`src/rtl/instr_encoder_pkg.sv`:
```
`default_nettype none
// ============================================================================
// Module      : instr_encoder_pkg
// Description : ISA constants shared by the instruction encoder and its
//               field packer: mnemonic codes, opcode/func fields and the
//               encoder state encoding.
// Revision    : 1.0 - initial release
// ============================================================================
package instr_encoder_pkg;

  // Mnemonic codes presented on the mnem input (16-31 are illegal)
  localparam logic [4:0] MN_ADD  = 5'd0;
  localparam logic [4:0] MN_SUB  = 5'd1;
  localparam logic [4:0] MN_XOR  = 5'd2;
  localparam logic [4:0] MN_AND  = 5'd3;
  localparam logic [4:0] MN_OR   = 5'd4;
  localparam logic [4:0] MN_SLT  = 5'd5;
  localparam logic [4:0] MN_SLE  = 5'd6;
  localparam logic [4:0] MN_ADDI = 5'd7;
  localparam logic [4:0] MN_SUBI = 5'd8;
  localparam logic [4:0] MN_XORI = 5'd9;
  localparam logic [4:0] MN_ANDI = 5'd10;
  localparam logic [4:0] MN_ORI  = 5'd11;
  localparam logic [4:0] MN_LW   = 5'd12;
  localparam logic [4:0] MN_SW   = 5'd13;
  localparam logic [4:0] MN_BEQ  = 5'd14;
  localparam logic [4:0] MN_BNE  = 5'd15;

  // R-type opcode and function fields
  localparam logic [5:0] OP_RTYPE = 6'b000000;
  localparam logic [5:0] FN_ADD   = 6'b000011;
  localparam logic [5:0] FN_SUB   = 6'b000010;
  localparam logic [5:0] FN_XOR   = 6'b000001;
  localparam logic [5:0] FN_AND   = 6'b000111;
  localparam logic [5:0] FN_OR    = 6'b000100;
  localparam logic [5:0] FN_SLT   = 6'b110110;
  localparam logic [5:0] FN_SLE   = 6'b110111;

  // I-type opcodes
  localparam logic [5:0] OP_ADDI = 6'b000011;
  localparam logic [5:0] OP_SUBI = 6'b000010;
  localparam logic [5:0] OP_XORI = 6'b000001;
  localparam logic [5:0] OP_ANDI = 6'b001111;
  localparam logic [5:0] OP_ORI  = 6'b001100;
  localparam logic [5:0] OP_LW   = 6'b011110;
  localparam logic [5:0] OP_SW   = 6'b011111;
  localparam logic [5:0] OP_BEQ  = 6'b110000;
  localparam logic [5:0] OP_BNE  = 6'b110001;

  // Encoder session state encoding
  localparam logic [1:0] ST_IDLE = 2'd0;
  localparam logic [1:0] ST_LOAD = 2'd1;
  localparam logic [1:0] ST_FULL = 2'd2;

endpackage
`default_nettype wire

```
`src/rtl/instr_pack.sv`:
```
`default_nettype none
// ============================================================================
// Module      : instr_pack
// Description : Purely combinational packing of a mnemonic and its register
//               / immediate fields into a 32-bit instruction word, plus an
//               illegal-mnemonic flag.
// Revision    : 1.0 - initial release
// ============================================================================
module instr_pack
  import instr_encoder_pkg::*;
(
  input  logic [4:0]  mnem,
  input  logic [4:0]  rd,
  input  logic [4:0]  rs,
  input  logic [4:0]  rt,
  input  logic [15:0] imm,
  output logic [31:0] word,
  output logic        illegal
);

  logic [5:0] func;
  logic [5:0] op;
  logic       r_type;

  // Decode mnemonic into format, opcode/func and legality, then pack fields
  always_comb begin
    func    = 6'b000000;
    op      = 6'b000000;
    r_type  = 1'b0;
    illegal = 1'b0;
    case (mnem)
      MN_ADD:  begin r_type = 1'b1; func = FN_ADD; end
      MN_SUB:  begin r_type = 1'b1; func = FN_SUB; end
      MN_XOR:  begin r_type = 1'b1; func = FN_XOR; end
      MN_AND:  begin r_type = 1'b1; func = FN_AND; end
      MN_OR:   begin r_type = 1'b1; func = FN_OR;  end
      MN_SLT:  begin r_type = 1'b1; func = FN_SLT; end
      MN_SLE:  begin r_type = 1'b1; func = FN_SLE; end
      MN_ADDI: op = OP_ADDI;
      MN_SUBI: op = OP_SUBI;
      MN_XORI: op = OP_XORI;
      MN_ANDI: op = OP_ANDI;
      MN_ORI:  op = OP_ORI;
      MN_LW:   op = OP_LW;
      MN_SW:   op = OP_SW;
      MN_BEQ:  op = OP_BEQ;
      MN_BNE:  op = OP_BNE;
      default: illegal = 1'b1;
    endcase
    // rd is ignored for I-type; imm is ignored for R-type
    if (r_type) word = {OP_RTYPE, rs, rt, rd, 5'b00000, func};
    else        word = {op, rs, rt, imm};
  end

endmodule
`default_nettype wire

```
`src/rtl/instr_encoder.sv`:
```
`default_nettype none
// ============================================================================
// Module      : instr_encoder
// Description : Streams instruction fields into encoded words and writes them
//               to consecutive instruction-memory addresses within a load
//               session (IDLE / LOAD / FULL).
// Revision    : 1.0 - initial release
// ============================================================================
module instr_encoder
  import instr_encoder_pkg::*;
#(
  parameter int ADDR_W = 8
) (
  input  logic              clk,
  input  logic              rst_n,
  input  logic              start,
  input  logic [ADDR_W-1:0] base_addr,
  input  logic              stop,
  input  logic              in_valid,
  output logic              in_ready,
  input  logic [4:0]        mnem,
  input  logic [4:0]        rd,
  input  logic [4:0]        rs,
  input  logic [4:0]        rt,
  input  logic [15:0]       imm,
  output logic              imem_we,
  output logic [ADDR_W-1:0] imem_addr,
  output logic [31:0]       imem_wdata,
  output logic              busy,
  output logic              full,
  output logic              err_illegal,
  output logic [ADDR_W:0]   count
);

  localparam logic [ADDR_W-1:0] ADDR_LAST = '1;

  logic [1:0]        state_q, state_d;
  logic [ADDR_W-1:0] addr_q, addr_d;     // next address to be written
  logic [ADDR_W:0]   count_q, count_d;
  logic              err_q, err_d;
  logic              we_q, we_d;
  logic [ADDR_W-1:0] waddr_q, waddr_d;
  logic [31:0]       wdata_q, wdata_d;

  logic [31:0]       word;
  logic              illegal;
  logic              accept;
  logic              wr;

  instr_pack u_pack (
    .mnem    (mnem),
    .rd      (rd),
    .rs      (rs),
    .rt      (rt),
    .imm     (imm),
    .word    (word),
    .illegal (illegal)
  );

  assign in_ready    = (state_q == ST_LOAD);
  assign busy        = (state_q != ST_IDLE);
  assign full        = (state_q == ST_FULL);
  assign err_illegal = err_q;
  assign count       = count_q;
  assign imem_we     = we_q;
  assign imem_addr   = waddr_q;
  assign imem_wdata  = wdata_q;

  assign accept = in_valid & in_ready;
  assign wr     = accept & ~illegal;

  // Next-state: write issue, address/count advance, then session control.
  // The write is captured at the old address before start can reload it.
  always_comb begin
    state_d = state_q;
    addr_d  = addr_q;
    count_d = count_q;
    err_d   = err_q;
    we_d    = wr;
    waddr_d = waddr_q;
    wdata_d = wdata_q;

    if (wr) begin
      waddr_d = addr_q;
      wdata_d = word;
      count_d = count_q + (ADDR_W+1)'(1);
      // The last address parks the session instead of wrapping
      if (addr_q == ADDR_LAST) state_d = ST_FULL;
      else                     addr_d  = addr_q + ADDR_W'(1);
    end
    if (accept && illegal) err_d = 1'b1;

    // stop overrides start and any FULL transition from this cycle's write
    if (stop) begin
      state_d = ST_IDLE;
    end else if (start) begin
      state_d = ST_LOAD;
      addr_d  = base_addr;
      count_d = '0;
      err_d   = 1'b0;
    end
  end

  // State and output registers with asynchronous active-low reset
  always_ff @(posedge clk or negedge rst_n) begin
    if (!rst_n) begin
      state_q <= ST_IDLE;
      addr_q  <= '0;
      count_q <= '0;
      err_q   <= 1'b0;
      we_q    <= 1'b0;
      waddr_q <= '0;
      wdata_q <= '0;
    end else begin
      state_q <= state_d;
      addr_q  <= addr_d;
      count_q <= count_d;
      err_q   <= err_d;
      we_q    <= we_d;
      waddr_q <= waddr_d;
      wdata_q <= wdata_d;
    end
  end

endmodule
`default_nettype wire

```
`config.mk`:
```
export PLATFORM = sky130hd
export DESIGN_NAME = instr_encoder
export DESIGN_NICKNAME = d
export VERILOG_FILES = /design/src/rtl/instr_encoder_pkg.sv /design/src/rtl/instr_pack.sv /design/src/rtl/instr_encoder.sv
export SDC_FILE = /design/constraint.sdc
export NUM_CORES = 1
export LEC_CHECK = 0
export CORE_ASPECT_RATIO = 1.1
export CORE_MARGIN = 4
export CORE_UTILIZATION = 44
export DETAILED_ROUTE_END_ITERATION = 6
export GPL_ROUTABILITY_DRIVEN = 0
export PLACE_DENSITY = 0.87
export SYNTH_ARGS = -nofsm -noshare
export SYNTH_HDL_FRONTEND = slang
export SYNTH_SLANG_ARGS = --single-unit
```
`constraint.sdc`:
```
create_clock -name clk -period 1.9 [get_ports clk]
set_clock_uncertainty 0.2 [all_clocks]
set_input_delay 0.285 -clock clk [delete_from_list [all_inputs] [get_ports clk]]
set_output_delay 0.285 -clock clk [all_outputs]
set_load 0.05 [all_outputs]
```
---- Yosys cells after proc, flatten, opt, wreduce, memory -nomap -nowiden ----
Index checks and enable logic that the tools add are counted.
word-level totals
  logic and storage cells ................. 56
  bits of input ports ..................... 49
  output and inout bits ................... 54
  bits in registers ....................... 61
cells by class
  $add $sub $neg .......................... 2
  reductions and logical operators ........ 8
  eq/ne operators ......................... 18
  muxes and demuxes ....................... 19
  bitwise logic cells ..................... 2
operator list
  cell                                           number
  one-hot mux 6 bit (9 select lines)             1
  one-hot mux 6 bit (7 select lines)             1
  == test 5 x 4 -> 1 bit, second input constant  8
  2-to-1 mux 32 bit                              1
  2-to-1 mux 8 bit                               4
  2-to-1 mux 9 bit                               3
  == test 5 x 3 -> 1 bit, second input constant  4
  OR reduction 16 bit                            1
  == test 5 x 2 -> 1 bit, second input constant  2
  adder 9 x 1 -> 9 bit, second input constant    1
  adder 8 x 1 -> 8 bit, second input constant    1
  == test 8 bit, second input constant           1
  2-to-1 mux 2 bit                               4
  OR reduction 7 bit                             1
  nonzero test 3 bit                             2
  == test 5 x 1 -> 1 bit, second input constant  1
  logical NOT 5 bit                              1
  2-to-1 mux 1 bit                               5
  AND 1 bit                                      2
  == test 2 x 1 -> 1 bit, second input constant  1
  == test 2 bit, second input constant           1
  AND reduction 2 bit                            1
  nonzero test 2 bit                             1
  logical AND 1 bit                              1

---- Logic depth before layout (Yosys ltp) ----
Gate-level depths: netlist (run 1).
  depth in word-level cells ............... 7
  depth in mapped cells ................... 6
  mapped depth without buffers ............ 5

---- By module ----
Synthesis (run 1) repeated with hierarchy kept, for this count alone.
unflattened totals
  cells, all modules ...................... 335
  area total of the unflattened synthesis .. 2986.6 um2
by module, submodules not included
  module         seq. area each (um2)  cells each  area an instance (um2)  instances
  instr_encoder  1526.5                282         2567.5                  1
  instr_pack     0.0                   53          419.2                   1

---- Worst setup path before layout (run 1) ----
OpenSTA, ideal clock, no wires.
  path kind ............................... register -> register
  start ................................... reg count_q[2] (netlist: count[2])
  end ..................................... reg count_q[8] (netlist: count[8])
  arrival ................................. 1.504 ns
  clock period less this slack ............ 1.783 ns
  required time ........................... 1.622 ns
  library setup time ...................... 0.078 ns
  stages on the path, launching flop included .. 5
  setup slack ............................. 0.117 ns
  path buffers ............................ 0
  cells stage by stage .................... dfrtp_1 > and4_1 > nand2_1 > or3_1 > a21oi_1
on the way
  cells in the longest elaborated chain, start to end .. 4
ends and longest elaborated chain
  element                   RTL line              RTL
  start: declaration        instr_encoder.sv:39   logic [ADDR_W:0] count_q, count_d;
  start signal: assignment  instr_encoder.sv:117  count_q <= count_d;
  adder 9 x 1 -> 9 bit *    instr_encoder.sv:86   count_d = count_q + (ADDR_W+1)'(1);
  2-to-1 mux 9 bit *        instr_encoder.sv:83   if (wr) begin
  2-to-1 mux 9 bit          instr_encoder.sv:96   end else if (start) begin
  2-to-1 mux 9 bit *        instr_encoder.sv:94   if (stop) begin
  via count_d[8]            instr_encoder.sv:39
Mark *: on every way through the listed nets, which the timed path passes. The rest lies on a longest branch.
A chain may end at the register's enable or synchronous reset.

---- Final worst setup path (run 1) ----
  start ................................... reg state_q[0]
  end ..................................... out busy
on the way
  cells in the longest elaborated chain, start to end .. 1
ends and longest elaborated chain
  element                   RTL line              RTL
  start: declaration        instr_encoder.sv:37   logic [1:0] state_q, state_d;
  start signal: assignment  instr_encoder.sv:115  state_q <= state_d;
  nonzero test 2 bit        instr_encoder.sv:61   assign busy = (state_q != ST_IDLE);
  end: declaration          instr_encoder.sv:29   output logic busy,
No other way between the ends.

==> metrics.md, run 1 <==
| Metric | Value |
|---|---|
| Max cap viols | `0` |
| Slowest-stage cell, CP | `dfrtp_1` |
| Vias in the first global route | `2,675` |
| Setup TNS | `0 ps` |
| Cells after synthesis | `298` |
| Syn Std Cell Area | `0.002760 sq mm` |
| Overflow after GRT | `0` |
| EDFF count, synth | `0` |
| Initial antenna violation count | `0` |
| N_diodes | `0` |
| DRT antenna net count | `0` |
| Die Ht | `91.07 um` |
| Status | `completed` |
| Via/cell ratio | `5.090` |
| Wire per inst | `14.34 um` |
| First-pass GRT wire length | `12,420 um` |
| Total global-route track usage | `20.13%` |
| Dpl hpwl | `5500 um` |
| Syn. warnings | `0` |
| Critical path launch point type | `flop` |
| Crit-path cells | `or2_2, buf_4` |
| Clock Sinks | `60` |
| Compound-cell area share of the yosys netlist | `11.83%` |
| Worst slack at placement | `-116.2 ps` |
| Total power draw | `4.048 mW` |
| Mux cell area share after synthesis | `2.539%` |
| WP data arrival | `1280 ps` |
| Worst Setup End Kind | `output port` |
| Setup CP Type | `reg2out` |
| Layout filler cell count | `490` |
| Layout cells sized above 1 | `23.22%` |
| Num ports | `103` |
| Worst-margin pin slew | `473.7 ps` |
| Vias post-DR | `2,555` |
| CTS-repair resized insts | `0` |
| Post-Synth XOR/XNOR Area | `3.490%` |
| Library cells used by synthesis | `44` |
| Clock slew at reported path FFs | `70 ps` |
| Multi-input logic area | `0.001160 sq mm` |
| Worst vdd ir | `0.4944 mV` |
| Period utilization | `92.83%` |
| Most frequent cells in the layout | `nand2_1, buf_4, dfrtp_1, clkdlybuf4s50_1, nor2_1` |
| Static leakage power | `2.006 nW` |
| Post-Synth Adder-Cell Area | `0.9066%` |
| Final setup margin | `136.2 ps` |
| Mapped Nets | `349` |
| Clk Tree Root Cell | `clkbuf_8` |
| Detailed Route Iter0 Violations | `141` |
| Synth top area cells | `dfrtp_1, nand2_1, o21ai_1, xor2_1, nor2_1` |
| DRT Pass-1 Iters | `4` |
| Nets@finish | `469` |
| Register Area | `0.001501 sq mm` |
| Main combinational cell family by area after synthesis | `simple AND/OR/NAND/NOR gates` |
| Pins Over Slew Limit | `0` |
| Dpl cell area | `0.003909 sq mm` |
| CORE AREA | `0.006118 sq mm` |
| Initial Utilization | `45.11%` |
| Final hold vios | `0` |
| Synthesized area per cell | `9.262 sq um` |
| Seq/Total Area, Yosys | `54.40%` |
| Largest net degree at the start of global routing | `43` |
| Slew Limit Headroom | `68.42%` |
| RSZ-0062 raised after global routing | `no` |
| FF+latch count, synth | `60` |
| PortBufs | `102` |
| Die Area | `0.007606 sq mm` |
| Max stage delay on crit path | `440 ps` |
| CTS Buffer Depth | `2` |
| Worst-skew pair later-pin latency | `330 ps` |
| Share of the synthesized area in the top cell type | `54.40%` |
| HP Class | `in2async` |
| Final instance area | `0.004088 sq mm` |
| Clock H-tree levels | `3` |
| Peak Freq | `567.0 MHz` |
| Row cnt | `30` |
| Cell taking the most area after synthesis | `dfrtp_1` |
| Max FO, Critical Path | `5` |
| Die Wd | `83.52 um` |
| CTS tree | `built` |
| Total wire length | `7198 um` |
| Hold slack | `248.7 ps` |
| Async set-reset flop share out of synthesis | `100.0%` |
| Total CTS buffers | `9` |
| DRC viols | `0` |
| Simple-gate area share of the yosys netlist | `23.25%` |
| Most common cell after layout, fill and taps aside | `nand2_1` |
| Setup-failing EPs final | `0` |
| Required time worst endpoint | `1410 ps` |
| Cell Pwr Density | `990.4 mW/mm^2` |
| Dominant synthesized flop cell | `dfrtp_1` |
| Area delta synth->final | `48.10%` |
| Post-layout min period | `1764 ps` |
-- critical path, delay by kind of cell (launching register included) --
family                 cells  cell delay [ps]
flip-flops                 1              440
AND/OR/NAND/NOR            1              320
buffers and inverters      1              190
-- per-stage QoR --
step	utilization, %	std cells
3_5_place_dp	63.89	486
4_1_cts	66.81	502
6_report	66.81	502
2_1_floorplan	-	298
5_1_grt	66.81	502
3_3_place_gp	63.89	486
-- cell usage after synthesis (2+ instances only) --
cell       n
ha_1       2
o21ai_0    2
mux2i_1    7
nand4_1    5
a311oi_1   2
and3_1     4
a21o_1     2
dfrtp_1   60
a21oi_1   12
nor2b_1    2
a31oi_1    3
nor2_1    21
nor4_1     2
xor2_1    10
a22o_1     2
buf_2     13
nand2_1   90
o41ai_1    2
o31ai_1    3
inv_1      2
buf_1      2
clkbuf_1   2
nand3_1    8
o21ai_1   19
or3_1      2
-- per-layer routing --
layer	wire, um	GRT usage, %	vias up
met2	3643	34.49	82
met3	417	6.624	8
met5	0	0	-
met1	3071	24.13	1219
li1	-	-	1246
met4	65	6.032	0
-- power breakdown --
part	internal [mW]	switching [mW]	total [mW]
Clock	0.533	0.445	0.978
Combinational	0.486	0.963	1.45
Sequential	1.48	0.141	1.62
-- flip-flops by register name, summed over array words and instances (netlist names) --
name	flops
addr_q	8
count	9
err_illegal	1
imem_addr	8
imem_wdata	31
imem_we	1
state_q	2
-- worst paths after layout --
| check | slack [ps] | endpoint | startpoint | depth (start not counted) |
|---|---|---|---|---|
| hold / removal | 250 | count[0]$_DFF_PN0_ | rst_n | 2 |
| max in group asynchronous | 660 | addr_q[6]$_DFF_PN0_ | rst_n | 3 |
| hold reg to reg | 270 | imem_addr[1]$_DFFE_PN0N_ | imem_addr[1]$_DFFE_PN0N_ | 2 |
| setup reg to reg | 140 | state_q[0]$_DFFE_PN0P_ | addr_q[0]$_DFF_PN0_ | 5 |
| setup / recovery | 140 | busy | state_q[0]$_DFFE_PN0P_ | 2 |
| min in group clk | 270 | imem_addr[1]$_DFFE_PN0N_ | imem_addr[1]$_DFFE_PN0N_ | 2 |
-- timing repair --
| action | CTS | global route |
|---|---|---|
| setup buffers | 0 | 0 |
| hold endpoints to repair | 18 | 0 |
| hold buffers | 1 | 0 |
-- area by class of cell --
| cell class | count | area share, % |
|---|---|---|
| Clock buffer | 13 | 3.887 |
| Tap cell | 80 | 2.449 |
| Clock inverter | 2 | 0.2449 |
| Timing Repair Buffer | 127 | 28.04 |
| Multi-Input combinational cell | 217 | 28.37 |
| Inverter | 3 | 0.2755 |
| Sequential cell | 60 | 36.73 |
-- kinds of logic (layout without fill, tap and decap cells) --
family | after synthesis | in the layout
simple gates | 144 | 144
flops | 60 | 60
compound gates | 53 | 53
buf+inv | 21 | 145
xor+xnor | 11 | 11
mux | 7 | 7
fa+ha+maj | 2 | 2
(Power assumes the default switching activity.)
==> run 2, diff against run 1 <==
--- a/config.mk
+++ b/config.mk
@@ -5,12 +5,14 @@
 export SDC_FILE = /design/constraint.sdc
 export NUM_CORES = 1
 export LEC_CHECK = 0
+export CELL_PAD_IN_SITES_DETAIL_PLACEMENT = 0
+export CELL_PAD_IN_SITES_GLOBAL_PLACEMENT = 1
 export CORE_ASPECT_RATIO = 1.1
 export CORE_MARGIN = 4
-export CORE_UTILIZATION = 44
+export CORE_UTILIZATION = 32
 export DETAILED_ROUTE_END_ITERATION = 6
 export GPL_ROUTABILITY_DRIVEN = 0
-export PLACE_DENSITY = 0.87
+export PLACE_DENSITY = 0.86
 export SYNTH_ARGS = -nofsm -noshare
 export SYNTH_HDL_FRONTEND = slang
 export SYNTH_SLANG_ARGS = --single-unit
==> run 2 against run 1 <==
Net effect: combinational power about the same; via count is 1.9% lower; final area is 0.61% higher; largest power group unchanged; highest routed layer unchanged.
==> metrics.md, run 2 (synthesis gave the netlist of run 1 again) <==
| Metric | Value |
|---|---|
| Most common cell after layout, fill and taps aside | `nand2_1 (unchanged)` |
| Layout cells sized above 1 | `22.75% (was 23.22%)` |
| Clk Tree Root Cell | `clkbuf_8 (unchanged)` |
| RR Endpoint | `state_q[1]$_DFFE_PN0P_ (was state_q[0]$_DFFE_PN0P_)` |
| Hold_sp | `imem_wdata[21]$_DFFE_PN0N_` |
| Clock slew at reported path FFs | `60 ps (was 70 ps)` |
| Peak Freq | `566.1 MHz (was 567.0 MHz)` |
| Wire per inst | `13.26 um (was 14.34 um)` |
| Vias in the first global route | `2,479 (was 2,675)` |
| Worst Setup End Kind | `output port (unchanged)` |
| Required time worst endpoint | `1410 ps (about the same)` |
| Die Area | `0.01018 sq mm (was 0.007606 sq mm)` |
| Overflow after GRT | `0 (unchanged)` |
| Worst-skew pair later-pin latency | `330 ps (about the same)` |
| Final hold vios | `0 (unchanged)` |
| Worst slack at placement | `-78.42 ps (was -116.2 ps)` |
| Initial Utilization | `32.83% (was 45.11%)` |
| Setup CP Type | `reg2out (unchanged)` |
| Clock H-tree levels | `3 (unchanged)` |
| Most frequent cells in the layout | `nand2_1, buf_4, dfrtp_1, clkdlybuf4s50_1, nor2_1 (unchanged)` |
| Max FFs per register | `31 (unchanged)` |
| Period utilization | `92.97% (was 92.83%)` |
| Clock Sinks | `60 (unchanged)` |
| Initial antenna violation count | `0 (unchanged)` |
| Max FO, Critical Path | `5 (unchanged)` |
| Post-layout min period | `1767 ps (was 1764 ps)` |
| DRT Pass-1 Iters | `4 (unchanged)` |
| Reg2Reg Launch Point | `addr_q[0]$_DFF_PN0_ (unchanged)` |
| Area delta synth->final | `49.00% (was 48.10%)` |
| FF-to-FF setup slack | `150 ps (was 140 ps)` |
| N_diodes | `0 (unchanged)` |
| Total power draw | `4.012 mW (was 4.048 mW)` |
| Setup TNS | `0 ps (unchanged)` |
| First-pass GRT wire length | `11,500 um (was 12,420 um)` |
| Vias post-DR | `2,507 (was 2,555)` |
| HP Class | `reg2reg (was in2async)` |
| Cell Pwr Density | `975.6 mW/mm^2 (was 990.4 mW/mm^2)` |
| Die Wd | `96.55 um (was 83.52 um)` |
| Nets@finish | `468 (was 469)` |
| Cells on worst reg2reg path | `4 (was 5)` |
| Max cap viols | `0 (unchanged)` |
| Total global-route track usage | `14.48% (was 20.13%)` |
| Status | `completed (unchanged)` |
| Critical path launch point type | `flop (unchanged)` |
| DRT antenna net count | `0 (unchanged)` |
| Worst vdd ir | `0.3016 mV (was 0.4944 mV)` |
| Final Util | `48.91% (was 66.81%)` |
| Detailed Route Iter0 Violations | `63 (was 141)` |
| Pins Over Slew Limit | `0 (unchanged)` |
| Worst-margin pin slew | `430.7 ps (was 473.7 ps)` |
| CTS tree | `built (unchanged)` |
| RSZ-0062 raised after global routing | `no (unchanged)` |
| WP data arrival | `1280 ps (about the same)` |
| Slew Limit Headroom | `70.54% (was 68.42%)` |
| Num ports | `103 (unchanged)` |
| Via/cell ratio | `4.704 (was 5.090)` |
| WHS Path Cells | `2` |
| PortBufs | `102 (unchanged)` |
| Hold slack | `278.2 ps (was 248.7 ps)` |
| Dpl hpwl | `5338 um (was 5500 um)` |
| Final setup margin | `133.5 ps (was 136.2 ps)` |
| CTS Buffer Depth | `2 (unchanged)` |
| Total wire length | `7069 um (was 7198 um)` |
| CTS-repair resized insts | `0 (unchanged)` |
| DRC viols | `0 (unchanged)` |
| Setup-failing EPs final | `0 (unchanged)` |
| Hold EP | `imem_wdata[21]$_DFFE_PN0N_` |
| CORE AREA | `0.008408 sq mm (was 0.006118 sq mm)` |
| Row cnt | `35 (was 30)` |
| Static leakage power | `1.999 nW (was 2.006 nW)` |
| Largest net degree at the start of global routing | `61 (was 43)` |
| Total CTS buffers | `9 (unchanged)` |
| Die Ht | `105.4 um (was 91.07 um)` |
run 2: cell count changes in the layout (fill, tap and decap cells not counted):
cell	before	now
clkbuf_1	2	4
buf_4	72	71
clkbuf_8	11	10
run 2: metal layers:
metal / vias up / GRT usage [%] / wire [um]
li1: 1254 / - / -
met1: 1163 / 18.08 / 3092
met2: 79 / 23.62 / 3335
met3: 11 / 3.569 / 529
met4: 0 / 5.912 / 112
met5: - / 0 / 0
run 2: repair_timing:
item | in CTS | in global routing
setup buffers | 0 | 0
hold buffers | 1 | 0
endpoints found under the hold margin | 60 | 0
run 2: through the flow:
step / instance area [sq um] / instances
after floorplan: 2760 / 298
after global placement: 3940 / 516
after detailed placement: 3940 / 516
after CTS: 4113 / 533
after global routing: 4113 / 533
final: 4113 / 533
run 2: worst max path at each step:
stage,startpoint,endpoint,slack (ps),depth (start not counted)
4_1_cts,state_q[0]$_DFFE_PN0P_,busy,120,2
3_3_place_gp,in_valid,count[8]$_DFF_PN0_,-30,6
2_1_floorplan,count[2]$_DFF_PN0_,count[8]$_DFF_PN0_,120,4
6_report,state_q[0]$_DFFE_PN0P_,busy,130,2
3_5_place_dp,mnem[4],imem_wdata[12]$_DFFE_PN0N_,-80,7
5_1_grt,addr_q[0]$_DFF_PN0_,state_q[1]$_DFFE_PN0P_,50,4
run 2: critical path, stage by stage, from the launching register on:
cell,delay (ps)
dfrtp_1,440
or2_2,320
buf_4,190
run 2: cell type report:
class                   instances  area, sq um
flip-flops and latches         60         1501
clock buffers                  14        152.6
inverters                       3        11.26
well taps                     111        138.9
repair buffers                126         1139
multi-input cells             217         1160
fillers                       806         4295
clock inverters                 2        10.01
run 2: power breakdown:
part | internal [mW] | switching (mW) | leakage (nW)
clock | 0.506 | 0.453 | 0.0844
sequential | 1.48 | 0.133 | 0.767
combinational | 0.486 | 0.954 | 1.15
total | 2.47 | 1.54 | 2.00
==> run 3, diff against run 2 <==
--- a/config.mk
+++ b/config.mk
@@ -5,14 +5,16 @@
 export SDC_FILE = /design/constraint.sdc
 export NUM_CORES = 1
 export LEC_CHECK = 0
+export CAP_MARGIN = 20
 export CELL_PAD_IN_SITES_DETAIL_PLACEMENT = 0
 export CELL_PAD_IN_SITES_GLOBAL_PLACEMENT = 1
 export CORE_ASPECT_RATIO = 1.1
 export CORE_MARGIN = 4
-export CORE_UTILIZATION = 32
+export CORE_UTILIZATION = 33
 export DETAILED_ROUTE_END_ITERATION = 6
 export GPL_ROUTABILITY_DRIVEN = 0
-export PLACE_DENSITY = 0.86
+export PLACE_DENSITY = 0.87
 export SYNTH_ARGS = -nofsm -noshare
 export SYNTH_HDL_FRONTEND = slang
+export SYNTH_HIERARCHICAL = 1
 export SYNTH_SLANG_ARGS = --single-unit
==> run 3 against run 2 <==
Net effect: final cell count is 6.6% higher; sequential share of layout area is 1.3 points lower; hold slack worse by 4.5 ps; global-route usage is 0.78 points higher; worst setup slack better by 29 ps; maximum frequency is 1.7% higher; largest cell class unchanged; highest routed layer unchanged; first-iteration DRC count is 16% higher; critical endpoint is now state_q[0]$_DFFE_PN0P_; combinational power hardly changed; utilization is 0.17 points higher; critical path type is now reg2reg.
==> metrics.md, run 3 <==
| Metric | Value |
|---|---|
| Status | `completed (unchanged)` |
| RR Endpoint | `state_q[0]$_DFFE_PN0P_ (was state_q[1]$_DFFE_PN0P_)` |
| Hold slack | `273.7 ps (was 278.2 ps)` |
| Syn. warnings | `6 (was 0)` |
| Most frequent cells in the layout | `nand2_1, buf_4, dfrtp_1, clkdlybuf4s50_1, nor2_1 (unchanged)` |
| Dpl cell area | `0.004125 sq mm (was 0.003940 sq mm)` |
| Final instance area | `0.004333 sq mm (was 0.004113 sq mm)` |
| Num ports | `103 (unchanged)` |
| Max FO, Critical Path | `3 (was 5)` |
| Slew Limit Headroom | `75.97% (was 70.54%)` |
| HP Class | `reg2reg (unchanged)` |
| RSZ-0062 raised after global routing | `no (unchanged)` |
| PortBufs | `102 (unchanged)` |
| Hold_sp | `imem_wdata[0]$_DFFE_PN0P_ (was imem_wdata[21]$_DFFE_PN0N_)` |
| Cells after synthesis | `335 (was 298)` |
| Die Wd | `98.71 um (was 96.55 um)` |
| First-pass GRT wire length | `13,010 um (was 11,500 um)` |
| Largest net degree at the start of global routing | `62 (was 61)` |
| Post-CTS Setup Bufs | `0 (unchanged)` |
| Share of the synthesized area in the top cell type | `51.11% (was 54.40%)` |
| Inst Count DP | `551 (was 516)` |
| Synth top area cells | `dfrtp_1, nand2_1, buf_4, nor2_1, xnor2_1 (was dfrtp_1, nand2_1, o21ai_1, xor2_1, nor2_1)` |
| Setup-failing EPs final | `0 (unchanged)` |
| Die Area | `0.01064 sq mm (was 0.01018 sq mm)` |
| Layout filler cell count | `902 (was 806)` |
| Worst-margin pin slew | `358.3 ps (was 430.7 ps)` |
| Post-layout min period | `1738 ps (was 1767 ps)` |
| Async set-reset flop share out of synthesis | `100.0% (unchanged)` |
| WP data arrival | `1740 ps (was 1280 ps)` |
| Max FFs per register | `32 (was 31)` |
| Seq/Total Area, Yosys | `51.11% (was 54.40%)` |
| Setup TNS | `0 ps (unchanged)` |
| CTS Buffer Depth | `2 (unchanged)` |
| FF-to-FF setup slack | `160 ps (was 150 ps)` |
| CORE AREA | `0.008828 sq mm (was 0.008408 sq mm)` |
| Max stage delay on crit path | `560 ps (was 440 ps)` |
| Top-count cell post-synth | `nand2_1 (unchanged)` |
| Worst-skew pair later-pin latency | `320 ps (was 330 ps)` |
| Final hold vios | `0 (unchanged)` |
| WHS Path Cells | `2 (unchanged)` |
| Most common library cells after synthesis | `nand2_1, dfrtp_1, nor2_1, buf_4, nor2b_1 (was nand2_1, dfrtp_1, nor2_1, o21ai_1, buf_2)` |
| Dominant synthesized flop cell | `dfrtp_1 (unchanged)` |
| Most common cell after layout, fill and taps aside | `nand2_1 (unchanged)` |
| Hold EP | `imem_wdata[0]$_DFFE_PN0P_ (was imem_wdata[21]$_DFFE_PN0N_)` |
| CP top delay family | `simple AND/OR/NAND/NOR gates (was flip-flops)` |
| Die Ht | `107.8 um (was 105.4 um)` |
| Syn Std Cell Area | `0.002987 sq mm (was 0.002760 sq mm)` |
| Slowest-stage cell, CP | `or4_4 (was dfrtp_1)` |
| FF+latch count, synth | `61 (was 60)` |
| DRC viols | `0 (unchanged)` |
| CTS tree | `built (unchanged)` |
| Multi-input logic area | `0.001270 sq mm (was 0.001160 sq mm)` |
| Layout cells sized above 1 | `24.67% (was 22.75%)` |
| Static leakage power | `2.134 nW (was 1.999 nW)` |
| Library cells used by synthesis | `46 (was 44)` |
| Cell taking the most area after synthesis | `dfrtp_1 (unchanged)` |
| Clock slew at reported path FFs | `70 ps (was 60 ps)` |
| DRT antenna net count | `0 (unchanged)` |
| Setup CP Type | `reg2reg (was reg2out)` |
| EDFF count, synth | `0 (unchanged)` |
| Initial antenna violation count | `0 (unchanged)` |
| Overflow after GRT | `0 (unchanged)` |
| Worst vdd ir | `0.3338 mV (was 0.3016 mV)` |
| CP bufs+invs | `0 (was 1)` |
| Critical path launch point type | `flop (unchanged)` |
| Clock H-tree levels | `3 (unchanged)` |
| Vias in the first global route | `2,693 (was 2,479)` |
| Wire per inst | `13.42 um (was 13.26 um)` |
| Total global-route track usage | `15.26% (was 14.48%)` |
| Dpl hpwl | `5747 um (was 5338 um)` |
| Row cnt | `36 (was 35)` |
| Finished Layout Cells | `568 (was 533)` |
| Total wire length | `7623 um (was 7069 um)` |
| Cell Pwr Density | `976.2 mW/mm^2 (was 975.6 mW/mm^2)` |
| Vias post-DR | `2,598 (was 2,507)` |
| DRT Pass-1 Iters | `4 (unchanged)` |
| Required time worst endpoint | `1900 ps (was 1410 ps)` |
| Period utilization | `91.45% (was 92.97%)` |
| Total CTS buffers | `9 (unchanged)` |
| Initial Utilization | `33.83% (was 32.83%)` |
| Register Area | `0.001526 sq mm (was 0.001501 sq mm)` |
| Clock Sinks | `61 (was 60)` |
| Area delta synth->final | `45.08% (was 49.00%)` |
| Reg2Reg Launch Point | `addr_q[1]$_DFF_PN0_ (was addr_q[0]$_DFF_PN0_)` |
| Nets@finish | `500 (was 468)` |
| Pins Over Slew Limit | `0 (unchanged)` |
| Cells on worst reg2reg path | `5 (was 4)` |
| Peak Freq | `575.5 MHz (was 566.1 MHz)` |
| Via/cell ratio | `4.574 (was 4.704)` |
| Synthesized area per cell | `8.915 sq um (was 9.262 sq um)` |
| Detailed Route Iter0 Violations | `73 (was 63)` |
| Clk Tree Root Cell | `clkbuf_8 (unchanged)` |
| Crit-path cells | `ha_1, nand2_1, or4_4, a21oi_2, nor2_1 (was or2_2, buf_4)` |
| N_diodes | `0 (unchanged)` |
| Worst Setup End Kind | `flop (was output port)` |
| Mapped Nets | `386 (was 349)` |
| Max cap viols | `0 (unchanged)` |
run 3: final cells by class:
type / instances / share of cell area (%)
sequential: 61 / 35.23
multi-input combinational: 239 / 29.31
timing repair buffer: 134 / 27.38
clock buffer: 12 / 3.350
tap: 114 / 3.292
clock inverter: 4 / 1.097
inverter: 4 / 0.3465
run 3: per-stage QoR:
step / util [%] / total power, mW / worst slack (ps)
final: 49.08 / 4.230 / 162.4
after global routing: 49.08 / 4.468 / 18.40
after CTS: 49.02 / 4.307 / 46.90
after detailed placement: 46.73 / 3.137 / -169.3
after global placement: 46.73 / 3.119 / -136.0
after floorplan: - / 2.569 / -0.6397
run 3: repair_timing:
item | CTS | global route
setup endpoints to repair | 0 | 2
hold buffers | 1 | 0
endpoints found under the hold margin | 61 | 0
gates resized for setup | 0 | 1
run 3: power breakdown:
group / switching (mW) / internal [mW] / leakage (nW) / total [mW]
Combinational: 0.964 / 0.507 / 1.26 / 1.47
Clock: 0.494 / 0.639 / 0.0964 / 1.13
Sequential: 0.128 / 1.50 / 0.782 / 1.63
run 3: worst min-delay path: cells and delay by family (launching register included):
| family | cells | cell delay [ps] |
|---|---|---|
| flops | 1 | 340 |
| simple gates | 2 | 110 |
run 3: metal layers:
layer	wire length, um	track usage, %	part of all wire, %	vias up
met1	3340	19.29	44	1228
met3	464	4.666	6.1	2
li1	-	-	-	1307
met4	34	3.512	0.45	0
met5	0	0	0	-
met2	3783	25.65	50	61
run 3: how the worst max path moves through the flow:
stage,start,endpoint,cells after the start
after CTS,addr_q[1]$_DFF_PN0_,addr_q[1]$_DFF_PN0_,5
final,addr_q[1]$_DFF_PN0_,state_q[0]$_DFFE_PN0P_,5
after global placement,mnem[4],count[4]$_DFF_PN0_,8
after global routing,state_q[1]$_DFFE_PN0P_,addr_q[6]$_DFF_PN0_,5
after floorplan,mnem[4],state_q[1]$_DFFE_PN0P_,6
after detailed placement,mnem[3],imem_wdata[11]$_DFFE_PN0P_,6
run 3: cells by family after synthesis:
kind of cell | synth area share [%]
flip-flops | 51.11
AND/OR/NAND/NOR | 27.57
buffers and inverters | 6.828
adder cells (fa/ha/maj) | 0.8377
multiplexers | 2.555
XOR/XNOR | 2.932
AO/OA/AOI/OAI | 8.169
